==> config.mk <==
export PLATFORM = sky130hd
export DESIGN_NAME = snn_spi_config_loader
export DESIGN_NICKNAME = d
export VERILOG_FILES = /design/src/rtl/snn_spi_config_loader.sv
export SDC_FILE = /design/constraint.sdc
export NUM_CORES = 1
export LEC_CHECK = 0
export CAP_MARGIN = 30
export CORE_MARGIN = 3
export CORE_UTILIZATION = 25
export DETAILED_ROUTE_END_ITERATION = 10
export HOLD_SLACK_MARGIN = 0.03
export SETUP_SLACK_MARGIN = 0.02
export SYNTH_ARGS = -nofsm -noshare
export SYNTH_HDL_FRONTEND = slang
export SYNTH_SLANG_ARGS = --single-unit
==> constraint.sdc <==
create_clock -name system_clock -period 30.4 [get_ports system_clock]
set_clock_uncertainty 0.05 [all_clocks]
set_input_delay 6.08 -clock system_clock [delete_from_list [all_inputs] [get_ports system_clock]]
set_output_delay 6.08 -clock system_clock [all_outputs]
set_load 0.02 [all_outputs]
==> src/rtl/snn_spi_config_loader.sv <==
// SPI mode-0 slave (MSB first) that owns the spiking network's configuration
// memory. SCLK/SS/MOSI are oversampled in the system_clock domain. Command byte:
// bit7 = 1 for write, 0 for read; low ADDR_W bits = start address. The address
// auto-increments after every data byte. Reads return the memory over MISO.
module snn_spi_config_loader #(
  parameter int MEM_DEPTH = 72,
  parameter int ADDR_W    = 7
) (
  input  logic                   system_clock,
  input  logic                   reset,
  input  logic                   SCLK,
  input  logic                   MOSI,
  input  logic                   SS,
  output logic                   MISO,
  output logic [MEM_DEPTH*8-1:0] config_bus,
  output logic                   cfg_wr_strobe,
  output logic [ADDR_W-1:0]      cfg_wr_addr,
  output logic                   busy
);

  localparam logic [ADDR_W:0] MEM_DEPTH_C = (ADDR_W+1)'(MEM_DEPTH);

  typedef enum logic [1:0] {IDLE, CMD, WDATA, RDATA} state_t;

  // [0]/[1] form the two-flop synchroniser; [2] is the edge-detect history
  logic [2:0]        sclk_pipe_q, sclk_pipe_d;
  logic [2:0]        ss_pipe_q, ss_pipe_d;
  logic [1:0]        mosi_pipe_q, mosi_pipe_d;

  state_t            state_q, state_d;
  logic [2:0]        bit_cnt_q, bit_cnt_d;
  logic [7:0]        rx_shift_q, rx_shift_d;
  logic [7:0]        tx_shift_q, tx_shift_d;
  logic [ADDR_W-1:0] addr_q, addr_d;
  logic              miso_q, miso_d;
  logic              strobe_q, strobe_d;
  logic [ADDR_W-1:0] wr_addr_q, wr_addr_d;
  logic [7:0]        mem_q [MEM_DEPTH];

  logic              sclk_rise, sclk_fall, ss_sync, ss_fall, mosi_sync;
  logic [7:0]        rx_byte;
  logic              byte_done;
  logic [ADDR_W-1:0] addr_inc;
  logic [ADDR_W-1:0] rd_addr;
  logic [7:0]        rd_data;
  logic              mem_we;
  logic [ADDR_W-1:0] mem_waddr;
  logic [7:0]        mem_wdata;

  assign sclk_pipe_d = {sclk_pipe_q[1:0], SCLK};
  assign ss_pipe_d   = {ss_pipe_q[1:0], SS};
  assign mosi_pipe_d = {mosi_pipe_q[0], MOSI};

  assign sclk_rise = sclk_pipe_q[1] & ~sclk_pipe_q[2];
  assign sclk_fall = ~sclk_pipe_q[1] & sclk_pipe_q[2];
  assign ss_sync   = ss_pipe_q[1];
  assign ss_fall   = ~ss_pipe_q[1] & ss_pipe_q[2];
  assign mosi_sync = mosi_pipe_q[1];

  assign rx_byte   = {rx_shift_q[6:0], mosi_sync};
  assign byte_done = sclk_rise && (bit_cnt_q == 3'd7);
  assign addr_inc  = addr_q + ADDR_W'(1);

  // Readback source: the command's address when entering RDATA, else the next address
  assign rd_addr = (state_q == CMD) ? rx_byte[ADDR_W-1:0] : addr_inc;
  assign rd_data = ({1'b0, rd_addr} < MEM_DEPTH_C) ? mem_q[rd_addr] : 8'h00;

  // Next-state, shift, address and strobe logic for the SPI frame
  always_comb begin
    // NOTE: every output of this block gets a default first so no path leaves a latch.
    state_d    = state_q;
    bit_cnt_d  = bit_cnt_q;
    rx_shift_d = rx_shift_q;
    tx_shift_d = tx_shift_q;
    addr_d     = addr_q;
    miso_d     = miso_q;
    strobe_d   = 1'b0;
    wr_addr_d  = wr_addr_q;
    mem_we     = 1'b0;
    mem_waddr  = addr_q;
    mem_wdata  = rx_byte;

    if (ss_sync) begin
      // Deselect wins over any coincident SCLK edge; partial byte is discarded
      state_d   = IDLE;
      bit_cnt_d = 3'd0;
      miso_d    = 1'b0;
    end else if (state_q == IDLE) begin
      if (ss_fall) begin
        state_d   = CMD;
        bit_cnt_d = 3'd0;
      end
    end else begin
      if (sclk_rise) begin
        rx_shift_d = rx_byte;
        bit_cnt_d  = bit_cnt_q + 3'd1;
      end
      case (state_q)
        CMD: begin
          if (byte_done) begin
            addr_d = rx_byte[ADDR_W-1:0];
            if (rx_byte[7]) begin
              state_d = WDATA;
            end else begin
              state_d    = RDATA;
              tx_shift_d = rd_data;
            end
          end
        end
        WDATA: begin
          if (byte_done) begin
            if ({1'b0, addr_q} < MEM_DEPTH_C) begin
              mem_we    = 1'b1;
              strobe_d  = 1'b1;
              wr_addr_d = addr_q;
            end
            addr_d = addr_inc;
          end
        end
        RDATA: begin
          if (sclk_fall) begin
            miso_d     = tx_shift_q[7];
            tx_shift_d = {tx_shift_q[6:0], 1'b0};
          end
          if (byte_done) begin
            addr_d     = addr_inc;
            tx_shift_d = rd_data;
          end
        end
        default: state_d = IDLE;
      endcase
    end
  end

  // Control and datapath registers
  always_ff @(posedge system_clock or posedge reset) begin
    // NOTE: sequential state uses non-blocking assignments so every flop samples pre-edge values.
    if (reset) begin
      sclk_pipe_q <= 3'b000;
      ss_pipe_q   <= 3'b111;
      mosi_pipe_q <= 2'b00;
      state_q     <= IDLE;
      bit_cnt_q   <= 3'd0;
      rx_shift_q  <= 8'h00;
      tx_shift_q  <= 8'h00;
      addr_q      <= '0;
      miso_q      <= 1'b0;
      strobe_q    <= 1'b0;
      wr_addr_q   <= '0;
    end else begin
      sclk_pipe_q <= sclk_pipe_d;
      ss_pipe_q   <= ss_pipe_d;
      mosi_pipe_q <= mosi_pipe_d;
      state_q     <= state_d;
      bit_cnt_q   <= bit_cnt_d;
      rx_shift_q  <= rx_shift_d;
      tx_shift_q  <= tx_shift_d;
      addr_q      <= addr_d;
      miso_q      <= miso_d;
      strobe_q    <= strobe_d;
      wr_addr_q   <= wr_addr_d;
    end
  end

  // Configuration memory, written one byte per committed in-range data byte
  always_ff @(posedge system_clock or posedge reset) begin
    // NOTE: this memory is reset because it drives config_bus directly; the core must never see X weights.
    if (reset) begin
      for (int i = 0; i < MEM_DEPTH; i++) mem_q[i] <= 8'h00;
    end else if (mem_we) begin
      mem_q[mem_waddr] <= mem_wdata;
    end
  end

  // Flatten the memory onto the configuration bus
  always_comb begin
    config_bus = '0;
    for (int k = 0; k < MEM_DEPTH; k++) config_bus[8*k +: 8] = mem_q[k];
  end

  assign MISO          = miso_q;
  assign cfg_wr_strobe = strobe_q;
  assign cfg_wr_addr   = wr_addr_q;
  assign busy          = ~ss_sync;

endmodule

==> results.md, run 1 <==
Synth:
- The cell area that synthesis handed to floorplanning was a little under 30,000 µm².
- The post-synthesis mux area share is 32.35%.
- After synthesis, the largest family of logic cells by area is multiplexers.
- The complex-gate fraction of the synthesized area is 4.425%.
- Synthesis handed over a netlist of 2,108 instances.
- Synthesis inferred 620 register bits.
- The async set-or-reset flop fraction in the synthesized netlist is 100.0%.
- The count of warnings emitted by yosys is 0.
- Counting distinct cell types in the post-synthesis netlist gives 76.
- After Yosys synthesis, full adders, half adders and majority gates account for less than 1% of the synthesized area.
- The post-synthesis share of cell area spent on and, or, nand and nor gates is under 10%.
- The most common flop cell mapped by yosys is sky130_fd_sc_hd__dfrtp_1.
- The area share of the largest cell type after synthesis is a little over half.
- By area the synthesized netlist is led by sky130_fd_sc_hd__dfrtp_1, sky130_fd_sc_hd__mux2_2, sky130_fd_sc_hd__mux4_2, sky130_fd_sc_hd__mux2i_1, sky130_fd_sc_hd__nand2_1.
- The synthesized netlist devotes less than 1% of its cell area to XOR and XNOR gates.
- The share of synthesized area occupied by flip-flops and latches is a little over half.
- The most common cell in the synthesized netlist is sky130_fd_sc_hd__dfrtp_1.
- When the netlist entered floorplanning its net count stood at ~2,100.
- After synthesis, the most frequently instantiated cells are sky130_fd_sc_hd__dfrtp_1, sky130_fd_sc_hd__mux2_2, sky130_fd_sc_hd__nand2_1.
- The number of synthesized flops with an enable pin is 0.
- The biggest area contributor in the post-synthesis netlist is sky130_fd_sc_hd__dfrtp_1.
- Dividing the synthesized area by the synthesized cell count gives between 10 and 15 µm².

Clocking:
- The post-cts resize count is 0.
- TritonCTS built the clock tree.
- The number of setup buffers added after CTS is 0.
- The H-tree was split into 3 levels.
- Clock-pin slew was measured on the worst setup and hold paths at roughly 0.060 ns.
- For this design, the sink count on the clock tree is 620.
- The clock root buffer is sky130_fd_sc_hd__clkbuf_16.
- The maximum number of buffers from clock root to sink is 3.
- TritonCTS created 74 clock buffers.
- The hold buffer count at cts is 0.
- The clock insertion delay at the later pin of the skew report is around 0.65 ns.

Timing:
- The worst-case headroom to the max-slew limit is about a third.
- Setup total negative slack on the finished layout was measured at 0 ns.
- Based on the critical path, the design can be clocked at up to 113.7 MHz.
- The actual slew at the worst max-slew pin is 1.012 ns.
- Setup repair after global routing left no endpoint under its margin.
- The setup violation total in the final timing report is 0.
- Subtracting the final worst setup slack from the clock period gives around 8.8 ns.
- The number of pins exceeding their max-slew limit in the final report is 0.
- The post-route fraction of the period consumed by the critical path is about 29%.
- The number of endpoints with negative hold slack in the final report is 0.

Critical path:
- For the worst setup path, the data required time is approximately 31 ns.
- The data arrival time of the critical path is 9.37 ns.
- The worst setup path is of the input pin to asynchronous set/reset pin kind.
- On the worst path, the slowest cell contributes a delay of around 0.74 ns.
- The cell type of the slowest stage on the worst timing path is sky130_fd_sc_hd__buf_12.
- The most numerous cell type found on the critical path is sky130_fd_sc_hd__buf_4.
- The kind of end point of the critical path is an asynchronous set/reset pin.
- The critical path goes through clkdlybuf4s50_1, inv_8, buf_4, buf_16, buf_4, buf_12.
- Grouping stages by cell kind, the critical path spends the most delay in buffers and inverters.
- The startpoint type of the worst setup path is an input pin.
- The critical path contains buffers and inverters numbering 6 combined.
- Of all nets on the critical path, the largest fanout is approximately 160.

Placement:
- The congestion estimate from routability-driven global placement came to 0.9144.
- The port buffer count is 590.
- Detailed placement ended at an HPWL of around 94 mm.
- Including well taps, the total number of placed cells is 4,114.

Pwr:
- In this run the static leakage power is roughly 17 nW.
- Across the VDD grid, the largest voltage drop is 0.03351 mV.
- The areal power density over the cells is 47.59 nW/µm².

Finish:
- The fraction of layout cells with a size suffix above 1 is 32.14%.
- The footprint of the multi-input gates is 12,710 µm².
- The number of filler instances in the final layout is 11,390.
- The post-route non-filler standard cell count is 4,255.
- Across the whole layout, storage elements account for approximately 16,000 µm².
- From synthesis to final layout, the design area changed by 35.28%.
- The layout net count is 2,689.

Route:
- The count of nets left with antenna violations once routing finished came out at 0.
- The number of vias after detailed routing is approximately 21,000.
- Dividing the detail-routed wire length by the instance count gives 30.67 µm.
- For this block, wires on met1 add up to around 54 mm.
- After detailed routing, the number of remaining DRC violations is 0.
- Wire segments on met3 add up to 8.426 mm in the final route.
- The post-detailed-route via-to-cell ratio is roughly 5.0.
- Detailed routing placed a total of between 60 and 70 mm of wire on met2.
- The detailed router used layers up to and including met4.
- The number of design-rule violations left by the first detailed-router iteration is 1,681.
- The final layout contains routed wiring with a total length of roughly 130 mm.
- The first detailed-routing pass ran for 6 iterations.

Global routing:
- The first-pass GRT wire length is roughly 180 mm.
- The all-layer global routing usage is 21.24%.
- Entering global routing, the biggest net connects 165 pins.
- The total congestion overflow after global routing is 0.
- The number of global-route vias before repair is 21,540.
- The number of antenna violations at the first check in global routing came to 7.

Min path:
- The tightest min-delay check is of the register to register type.

Die:
- Row generation in the floorplan step produced around 120 rows.
- The height of the chip is ~350 µm.
- The initial utilization of the core area, before any placement, comes to roughly a quarter.
- The number of top-level design ports is approximately 590.
- In this run the horizontal extent of the chip is approximately 350 µm.
- The area inside the core boundary is between 100,000 and 150,000 µm².
- The floorplan die area is roughly 120,000 µm².

Outcome:
- The flow ran to the end, and the final reports show no timing, DRC or antenna violations.

Flow run:
- The number of max-capacitance violations reported is 0.
cell usage in the layout, fill, tap and decap left out, types with 10 or more instances in the layout:
| master | synthesis | final |
|---|---|---|
| sky130_fd_sc_hd__clkinv_2 | 0 | 11 |
| sky130_fd_sc_hd__clkdlybuf4s50_1 | 0 | 590 |
| sky130_fd_sc_hd__clkbuf_8 | 0 | 13 |
| sky130_fd_sc_hd__o21ai_0 | 66 | 65 |
| sky130_fd_sc_hd__clkbuf_1 | 92 | 20 |
| sky130_fd_sc_hd__mux4_2 | 107 | 107 |
| sky130_fd_sc_hd__mux2i_1 | 74 | 74 |
| sky130_fd_sc_hd__nand2_1 | 182 | 182 |
| sky130_fd_sc_hd__a21oi_1 | 21 | 20 |
| sky130_fd_sc_hd__dfrtp_1 | 617 | 609 |
| sky130_fd_sc_hd__nor3_1 | 11 | 11 |
| sky130_fd_sc_hd__clkbuf_16 | 0 | 76 |
| sky130_fd_sc_hd__buf_4 | 8 | 43 |
| sky130_fd_sc_hd__mux2_2 | 542 | 542 |
| sky130_fd_sc_hd__nand4_1 | 23 | 23 |
| sky130_fd_sc_hd__and3_1 | 10 | 10 |
| sky130_fd_sc_hd__nor2_1 | 56 | 56 |
| sky130_fd_sc_hd__nand3_1 | 31 | 31 |
| sky130_fd_sc_hd__nor2_2 | 33 | 33 |
sequential cells by signal, indices dropped and copies added (netlist names):
signal and count:
cfg_wr_strobe 1, cfg_wr_addr 7, config_bus 576, addr_q 7
tx_shift_q 8, state_q 2, sclk_pipe_q 3, rx_shift_q 7
ss_pipe_q 3, bit_cnt_q 3, MISO 1, mosi_pipe_q 2
layout make-up:
cell class	instances	area share (%)
flip-flops and latches	620	39.77
multi-input cells	1334	32.54
repair buffers	644	16.46
clock buffers	109	5.520
well taps	1512	4.844
clock inverters	27	0.7689
inverters	7	0.08650
diodes	2	0.01281
cell families after synthesis:
logic type	after synthesis
compound gates	191
xor+xnor	5
fa+ha+maj	3
buf+inv	154
flops	620
mux	727
simple gates	408
power breakdown:
| part | internal, mW | switching [mW] | total [mW] |
|---|---|---|---|
| sequential | 0.827 | 0.00341 | 0.831 |
| combinational | 0.0281 | 0.0965 | 0.125 |
| clock | 0.529 | 0.374 | 0.903 |
layer usage:
metal  GRT usage (%)  vias to the layer above
met3           5.058                      193
met1           26.85                    11450
met2           35.47                      771
li1                -                     8973
met5               0                        -
met4           7.484                        0
worst paths after layout:
path | start | end | slack [ns] | cells past startpoint
setup / recovery | reset | config_bus[390] | 21.60 | 6
hold / removal | sclk_pipe_q[0] | sclk_pipe_q[1] | 0.30 | 0
setup reg to reg | state_q[1] | tx_shift_q[3] | 25.24 | 8
hold reg to reg | sclk_pipe_q[0] | sclk_pipe_q[1] | 0.30 | 0
max in group system_clock | ss_pipe_q[1] | busy | 22.10 | 2
min in group asynchronous | reset | config_bus[24] | 5.91 | 2
stage by stage:
stage | cell area, µm² | worst slack, ns | power, mW | hold WS (ns) | utilization, %
2_1_floorplan | 28870 | 6.913 | 0.9165 | 0.2812 | -
3_5_place_dp | 36540 | 20.40 | 0.9698 | 0.2950 | 31.91
5_1_grt | 39050 | 21.20 | 1.919 | 0.3184 | 34.11
3_3_place_gp | 36400 | 20.40 | 0.9666 | 0.2874 | 31.79
4_1_cts | 38990 | 21.11 | 1.878 | 0.2980 | 34.05
6_report | 39060 | 21.60 | 1.859 | 0.3006 | 34.11
(Power assumes the default switching activity.)
==> run 2: changes to the inputs <==
clock period = 8.7 ns   (was 30.4 ns; I/O delays follow)
==> run 2 against run 1 <==
Cell count hardly changed. Register-to-register slack lost 21 ns. Critical path depth rose by 3. Clock power grew to 3.7 times the previous value. Setup slack worse by 18 ns. Critical path type is now register to register. Critical endpoint is now tx_shift_q[0]. Largest power group unchanged.
==> results.md, run 2 (synthesis gave the netlist of run 1 again) <==
Min path:
- The type of the worst min-delay path is register to register (unchanged).
- The worst hold path startpoint is ss_pipe_q[0] (was sclk_pipe_q[0]).
- The endpoint of the worst hold-timing path is ss_pipe_q[1] (was sclk_pipe_q[1]).
- The depth of the worst hold-timing path is 0 (unchanged).

Critical path:
- The kind of end point of the critical path is a register (was asynchronous set/reset pin).
- The capture instance of the worst register-to-register path was tx_shift_q[0] (was tx_shift_q[3]).
- The top fanout value on the critical path was 53 (was 164).
- The startpoint type of the worst setup path was a register (was input pin).
- The reg-to-reg startpoint is state_q[1] (unchanged).
- The data required time at the worst endpoint is 9.21 ns (was 30.98 ns).
- The start-to-end type of the worst setup path was register to register (was input pin to asynchronous set/reset pin).
- The depth of the worst register-to-register path is 9 (was 8).
- The data arrival time of the critical path is 5.26 ns (was 9.37 ns).
- The register-to-register setup slack is 3.95 ns (was 25.24 ns).

Timing:
- The worst-case headroom to the max-slew limit is 28.41% (was 31.62%).
- The setup violation total in the final timing report came to 0 (unchanged).
- The time the worst path needs with I/O delays and setup is between 4 and 5 ns.
- The post-route fraction of the period consumed by the critical path is between 50% and 60%.
- The number of endpoints with negative hold slack in the final report is 0 (unchanged).
- RSZ-0062 raised after global routing: no (unchanged).
- The number of pins exceeding their max-slew limit in the final report is 0 (unchanged).
- The actual slew at the worst max-slew pin is 1.074 ns (was 1.012 ns).
- For this run, the top clock speed supported by timing is roughly 210 MHz.
- The worst-case hold slack was 0.3181 ns (was 0.3006 ns).

Pwr:
- The clock power share was 50.1% (was 48.6%).
- The combinational share of power is 6.3% (was 6.7%).
- The switching share of power is 25.49% (was 25.50%).
- The internal power summed over all cells is 4.981 mW (was 1.385 mW).
- The part of the power in registers is 43.5% (was 44.7%).
- The areal power density over the cells is 170.7 nW/µm² (was 47.59 nW/µm²).
- The maximum resistive drop on vdd came to 0.1146 mV (was 0.03351 mV).
- The net switching power of the design is 1.704 mW (was 0.4739 mW).
- The leakage power was 17.13 nW (was 17.08 nW).

Outcome:
- Status: complete, no violations (unchanged).

Die:
- The floorplan die area is 119,600 µm² (unchanged).
- The area inside the core boundary is 114,500 µm² (unchanged).
- The number of top-level design ports is 591 (unchanged).
- The width of the chip is 345.8 µm (unchanged).
- The initial cell density of the core is 25.22% (unchanged).
- The height of the chip was 345.8 µm (unchanged).
- The row count was 124 (unchanged).

Global routing:
- The largest net degree at the start of global routing is 159 (was 165).
- The number of global-route vias before repair is 21,720 (was 21,540).
- The total congestion overflow after global routing was 0 (unchanged).
- The number of antenna violations at the first check in global routing came to 4 (was 7).
- The all-layer global routing usage is 21.74% (was 21.24%).
- The first-pass GRT wire length was 183.2 mm (was 180.3 mm).

Placement:
- The HPWL reported at the end of detailed placement came to 97.16 mm (was 94.25 mm).
- The port buffer count came to 590 (unchanged).
- The placed cell count was 4,111 (was 4,114).
- The routability congestion estimate from global placement is 0.9174 (was 0.9144).

Clocking:
- The clock root buffer is sky130_fd_sc_hd__clkbuf_16 (unchanged).
- The total setup buffers inserted after CTS was 0 (unchanged).
- The number of clock sinks is 620 (unchanged).
- The count of H-tree levels built during CTS came to 3 (unchanged).
- The maximum number of buffers from clock root to sink is 3 (unchanged).
- The clock insertion delay at the later pin of the skew report came to 0.66 ns (was 0.65 ns).
- The number of buffers added by the clock tree synthesis step is 76 (was 74).
- The clock tree from TritonCTS is done (unchanged).
- The post-cts resize count is 0 (unchanged).
- The clock transition at the registers of the reported paths is 0.06 ns (about the same).
- The hold buffer count at cts is 0 (unchanged).

Finish:
- The post-route non-filler standard cell count is 4,251 (was 4,255).
- The area of all sequential standard cells came to 15,530 µm² (about the same).
- The area growth from synthesis to final layout is 35.62% (was 35.28%).
- Leading cell types in the layout, fill and taps excluded: sky130_fd_sc_hd__dfrtp_1, sky130_fd_sc_hd__clkdlybuf4s50_1, sky130_fd_sc_hd__mux2_2 (unchanged).
- The number of flip-flops in the largest register came to 576 (unchanged).
- The fraction of layout cells with a size suffix above 1 is 32.30% (was 32.14%).
- The number of filler instances in the final layout is 11,350 (was 11,390).
- The footprint of the multi-input gates came to 12,720 µm² (was 12,710 µm²).
- The most common cell after layout, fill and taps aside is sky130_fd_sc_hd__dfrtp_1 (unchanged).
- The layout net count is 2,686 (was 2,689).

Route:
- The number of design-rule violations left by the first detailed-router iteration is 1,668 (was 1,681).
- The overall routed net length was 133.6 mm (was 130.5 mm).
- The first-pass detailed-route iteration total is 6 (unchanged).
- The post-detailed-route via-to-cell ratio is 5.058 (was 5.025).
- The number of vias after detailed routing is 21,500 (was 21,380).
- The residual antenna-violating net count after detailed routing is 0 (unchanged).
- The post-detailed-route wirelength per cell is 31.43 µm (was 30.67 µm).
- The remaining design rule violation count was 0 (unchanged).

Flow run:
- The number of max-capacitance violations reported is 0 (unchanged).
==> run 2: per-layer routing <==
layer	wire length [µm]	global-route usage, %	vias up	part of all wire (%)
met5	13	0	-	0.0097
met3	9604	5.913	195	7.2
met4	4820	7.231	2	3.6
met1	53650	26.57	11430	40
met2	65540	37.02	862	49
li1	-	-	9015	-
==> run 2: cell type report <==
class,count,area share [%]
sequential,620,39.67
tap,1512,4.832
clock inverter,34,1.083
antenna,2,0.01278
timing repair buffer,639,16.31
inverter,7,0.07669
multi-input combinational,1334,32.48
clock buffer,103,5.531
==> run 2: worst max path at each step <==
| stage | from | to | slack, ns | cells after the start |
|---|---|---|---|---|
| after floorplan | reset | MISO | -1.55 | 1 |
| after global placement | bit_cnt_q[0] | config_bus[237] | 3.91 | 8 |
| after detailed placement | state_q[1] | tx_shift_q[0] | 4.04 | 9 |
| after CTS | state_q[1] | tx_shift_q[0] | 3.99 | 9 |
| after global routing | state_q[1] | tx_shift_q[1] | 3.79 | 8 |
| final | state_q[1] | tx_shift_q[0] | 3.95 | 9 |
==> run 2: power groups by stage <==
stage               sequential, mW  combinational, mW  clock [mW]
finish                        2.91              0.424        3.35
global route                  2.91              0.449        3.53
CTS                           2.91              0.430        3.43
detailed placement            2.96              0.430           0
global placement              2.96              0.420           0
floorplan                     2.95              0.253           0
==> run 2: per-stage QoR <==
| step | setup slack [ns] | utilization (%) | cell area [µm²] | total power, mW | setup TNS [ns] |
|---|---|---|---|---|---|
| after floorplan | -1.551 | - | 28880 | 3.204 | -956.68 |
| after global placement | 3.908 | 31.81 | 36420 | 3.381 | 0 |
| after detailed placement | 4.038 | 31.91 | 36530 | 3.391 | 0 |
| after CTS | 3.992 | 34.17 | 39120 | 6.770 | 0 |
| after global routing | 3.789 | 34.19 | 39150 | 6.884 | 0 |
| final | 3.952 | 34.20 | 39160 | 6.685 | 0 |
==> run 2: critical path, cell delays in order, from the launching register on <==
cell and delay, ns:
sky130_fd_sc_hd__dfrtp_1 0.62, sky130_fd_sc_hd__nand2b_1 0.59, sky130_fd_sc_hd__a21oi_4 0.42, sky130_fd_sc_hd__buf_4 0.79
sky130_fd_sc_hd__buf_4 0.60, sky130_fd_sc_hd__mux4_2 0.37, sky130_fd_sc_hd__mux2i_1 0.15, sky130_fd_sc_hd__a2111oi_0 0.48
sky130_fd_sc_hd__o211ai_1 0.24, sky130_fd_sc_hd__o21ai_0 0.25
==> run 3: changes to the inputs <==
clock period = 3.86 ns   (was 8.7 ns; I/O delays follow)
==> run 3 against run 2 <==
Worst hold slack worse by 0.017 ns. Setup slack worse by 3.7 ns. Core utilization is 0.57 points higher. Clock power is 120% higher. Combinational power is 140% higher. Critical endpoint unchanged.
==> results.md, run 3 (synthesis gave the netlist of run 1 again) <==
Outcome:
- Status: complete, no violations (unchanged).

Finish:
- The fraction of layout cells with a size suffix above 1 is 33.78% (was 32.30%).
- The most common cell after layout, fill and taps aside is sky130_fd_sc_hd__dfrtp_1 (unchanged).
- The number of flip-flops in the largest register was 576 (unchanged).
- Leading cell types in the layout, fill and taps excluded: sky130_fd_sc_hd__dfrtp_1, sky130_fd_sc_hd__clkdlybuf4s50_1, sky130_fd_sc_hd__mux2_2 (unchanged).
- The share of the core filled with cells is 34.76% (was 34.20%).
- The area of all sequential standard cells was 15,530 µm² (about the same).
- The area growth from synthesis to final layout was 37.87% (was 35.62%).
- The post-route non-filler standard cell count is 4,328 (was 4,251).
- The number of filler instances in the final layout came to 11,360 (was 11,350).
- The footprint of the multi-input gates is 12,710 µm² (was 12,720 µm²).
- The layout net count is 2,763 (was 2,686).

Clocking:
- The number of buffers added by the clock tree synthesis step is 76 (unchanged).
- The count of H-tree levels built during CTS was 3 (unchanged).
- The clock transition at the registers of the reported paths is 0.06 ns (about the same).
- The clock insertion delay at the later pin of the skew report is 0.65 ns (was 0.66 ns).
- The post-cts resize count was 0 (unchanged).
- The total setup buffers inserted after CTS is 0 (unchanged).
- The clock tree from TritonCTS is done (unchanged).
- The maximum number of buffers from clock root to sink came to 3 (unchanged).
- The hold buffer count at cts was 0 (unchanged).
- The number of clock sinks is 620 (unchanged).
- The clock root buffer was sky130_fd_sc_hd__clkbuf_16 (unchanged).

Die:
- The initial cell density of the core is 25.22% (unchanged).
- The area inside the core boundary is 114,500 µm² (unchanged).
- The floorplan die area came to 119,600 µm² (unchanged).
- The number of top-level design ports is 591 (unchanged).
- The height of the chip was 345.8 µm (unchanged).
- The row count is 124 (unchanged).
- The width of the chip is 345.8 µm (unchanged).

Timing:
- The number of endpoints with negative hold slack in the final report was 0 (unchanged).
- The number of pins exceeding their max-slew limit in the final report is 0 (unchanged).
- The actual slew at the worst max-slew pin is 1.019 ns (was 1.074 ns).
- RSZ-0062 raised after global routing: no (unchanged).
- The setup violation total in the final timing report is 0 (unchanged).
- The time the worst path needs with I/O delays and setup is 3.567 ns (was 4.748 ns).
- The worst setup margin was 0.2932 ns (was 3.952 ns).
- The highest achievable clock rate came to 280.4 MHz (was 210.6 MHz).
- The worst-case headroom to the max-slew limit is 32.08% (was 28.41%).
- The post-route fraction of the period consumed by the critical path was 92.40% (was 54.58%).

Global routing:
- The first-pass GRT wire length is 186.1 mm (was 183.2 mm).
- The number of global-route vias before repair is 22,300 (was 21,720).
- The largest net degree at the start of global routing is 118 (was 159).
- The number of antenna violations at the first check in global routing is 10 (was 4).
- The all-layer global routing usage is 21.89% (was 21.74%).
- The total congestion overflow after global routing was 0 (unchanged).

Critical path:
- The data arrival time of the critical path was 4.07 ns (was 5.26 ns).
- The cell type of the slowest stage on the worst timing path is sky130_fd_sc_hd__a21oi_4 (was sky130_fd_sc_hd__buf_4).
- The gate family responsible for the most delay along the worst path is compound AO/OA/AOI/OAI gates (was buffers and inverters).
- The sum of buffers and inverters on the critical path is 4 (was 2).
- The register-to-register setup slack is 0.29 ns (was 3.95 ns).
- The data required time at the worst endpoint is 4.36 ns (was 9.21 ns).
- The startpoint type of the worst setup path is a register (unchanged).
- The stage delay of the slowest cell on the critical path is 0.55 ns (was 0.79 ns).
- The top fanout value on the critical path is 25 (was 53).
- Worst-path cell chain: nand2b_1, buf_4, a21oi_4, buf_12, buf_4, buf_4, mux4_2, nor4_1, a2111oi_0, o211ai_1, o21ai_0 (was nand2b_1, a21oi_4, buf_4, buf_4, mux4_2, mux2i_1, a2111oi_0, o211ai_1, o21ai_0).
- The start-to-end type of the worst setup path was register to register (unchanged).
- The timing startpoint of the critical path is state_q[1] (unchanged).
- The reg-to-reg startpoint was state_q[1] (unchanged).
- The kind of end point of the critical path is a register (unchanged).
- The cell occurring most often along the worst timing path is sky130_fd_sc_hd__buf_4 (unchanged).

Flow run:
- The number of max-capacitance violations reported is 0 (unchanged).

Route:
- The first-pass detailed-route iteration total is 5 (was 6).
- The remaining design rule violation count is 0 (unchanged).
- The overall routed net length is 133.7 mm (was 133.6 mm).
- The residual antenna-violating net count after detailed routing was 0 (unchanged).
- The post-detailed-route via-to-cell ratio came to 5.032 (was 5.058).
- The number of vias after detailed routing is 21,780 (was 21,500).
- The number of design-rule violations left by the first detailed-router iteration was 1,676 (was 1,668).
- The post-detailed-route wirelength per cell is 30.89 µm (was 31.43 µm).

Placement:
- The setup slack after placement was 0.3455 ns (was 4.038 ns).
- The port buffer count is 590 (unchanged).
- The placed cell count is 4,189 (was 4,111).
- The routability congestion estimate from global placement was 0.9139 (was 0.9174).
- The HPWL reported at the end of detailed placement is 100.2 mm (was 97.16 mm).

Min path:
- The type of the worst min-delay path is register to register (unchanged).
- The worst hold path startpoint is mosi_pipe_q[0] (was ss_pipe_q[0]).

Pwr:
- The leakage power is 17.50 nW (was 17.13 nW).
- The maximum resistive drop on vdd is 0.3045 mV (was 0.1146 mV).
- The areal power density over the cells is 373.6 nW/µm² (was 170.7 nW/µm²).
- The total power came to 14.87 mW (was 6.685 mW).
-- run 3: final timing paths --
| path | end | depth (start not counted) |
|---|---|---|
| max in group asynchronous | config_bus[446] | 3 |
| min in group asynchronous | config_bus[473] | 3 |
| worst min register to register | mosi_pipe_q[1] | 0 |
| worst max register to register | tx_shift_q[0] | 11 |
| worst min-delay path | mosi_pipe_q[1] | 0 |
| worst max-delay path | tx_shift_q[0] | 11 |
-- run 3: report_power, final --
part	switching [mW]	leakage [nW]	internal (mW)
Clock	2.95	1.23	4.36
Combinational	0.757	7.65	0.262
Sequential	0.0249	8.63	6.52
-- run 3: per-stage QoR --
stage               instance area, µm²  hold slack (ns)  setup TNS [ns]
floorplan                        28880           0.2812        -3354.81
global placement                 37230           0.2880               0
detailed placement               37260           0.2910               0
CTS                              39790           0.3028               0
global route                     39790           0.3077               0
finish                           39800           0.3009               0
-- run 3: area by class of cell --
| class | count | area share (%) |
|---|---|---|
| sequential | 620 | 39.01 |
| tap | 1512 | 4.753 |
| multi-input combinational | 1334 | 31.93 |
| antenna | 7 | 0.04401 |
| clock inverter | 18 | 0.6255 |
| clock buffer | 114 | 5.730 |
| inverter | 7 | 0.07544 |
| timing repair buffer | 716 | 17.83 |
-- run 3: layer usage --
layer	share of wire, %	track usage (%)	vias up
li1	-	-	9136
met1	41	27.13	11610
met2	49	36.97	823
met3	6.7	5.515	205
met4	3.8	7.712	6
met5	0.030	0	-
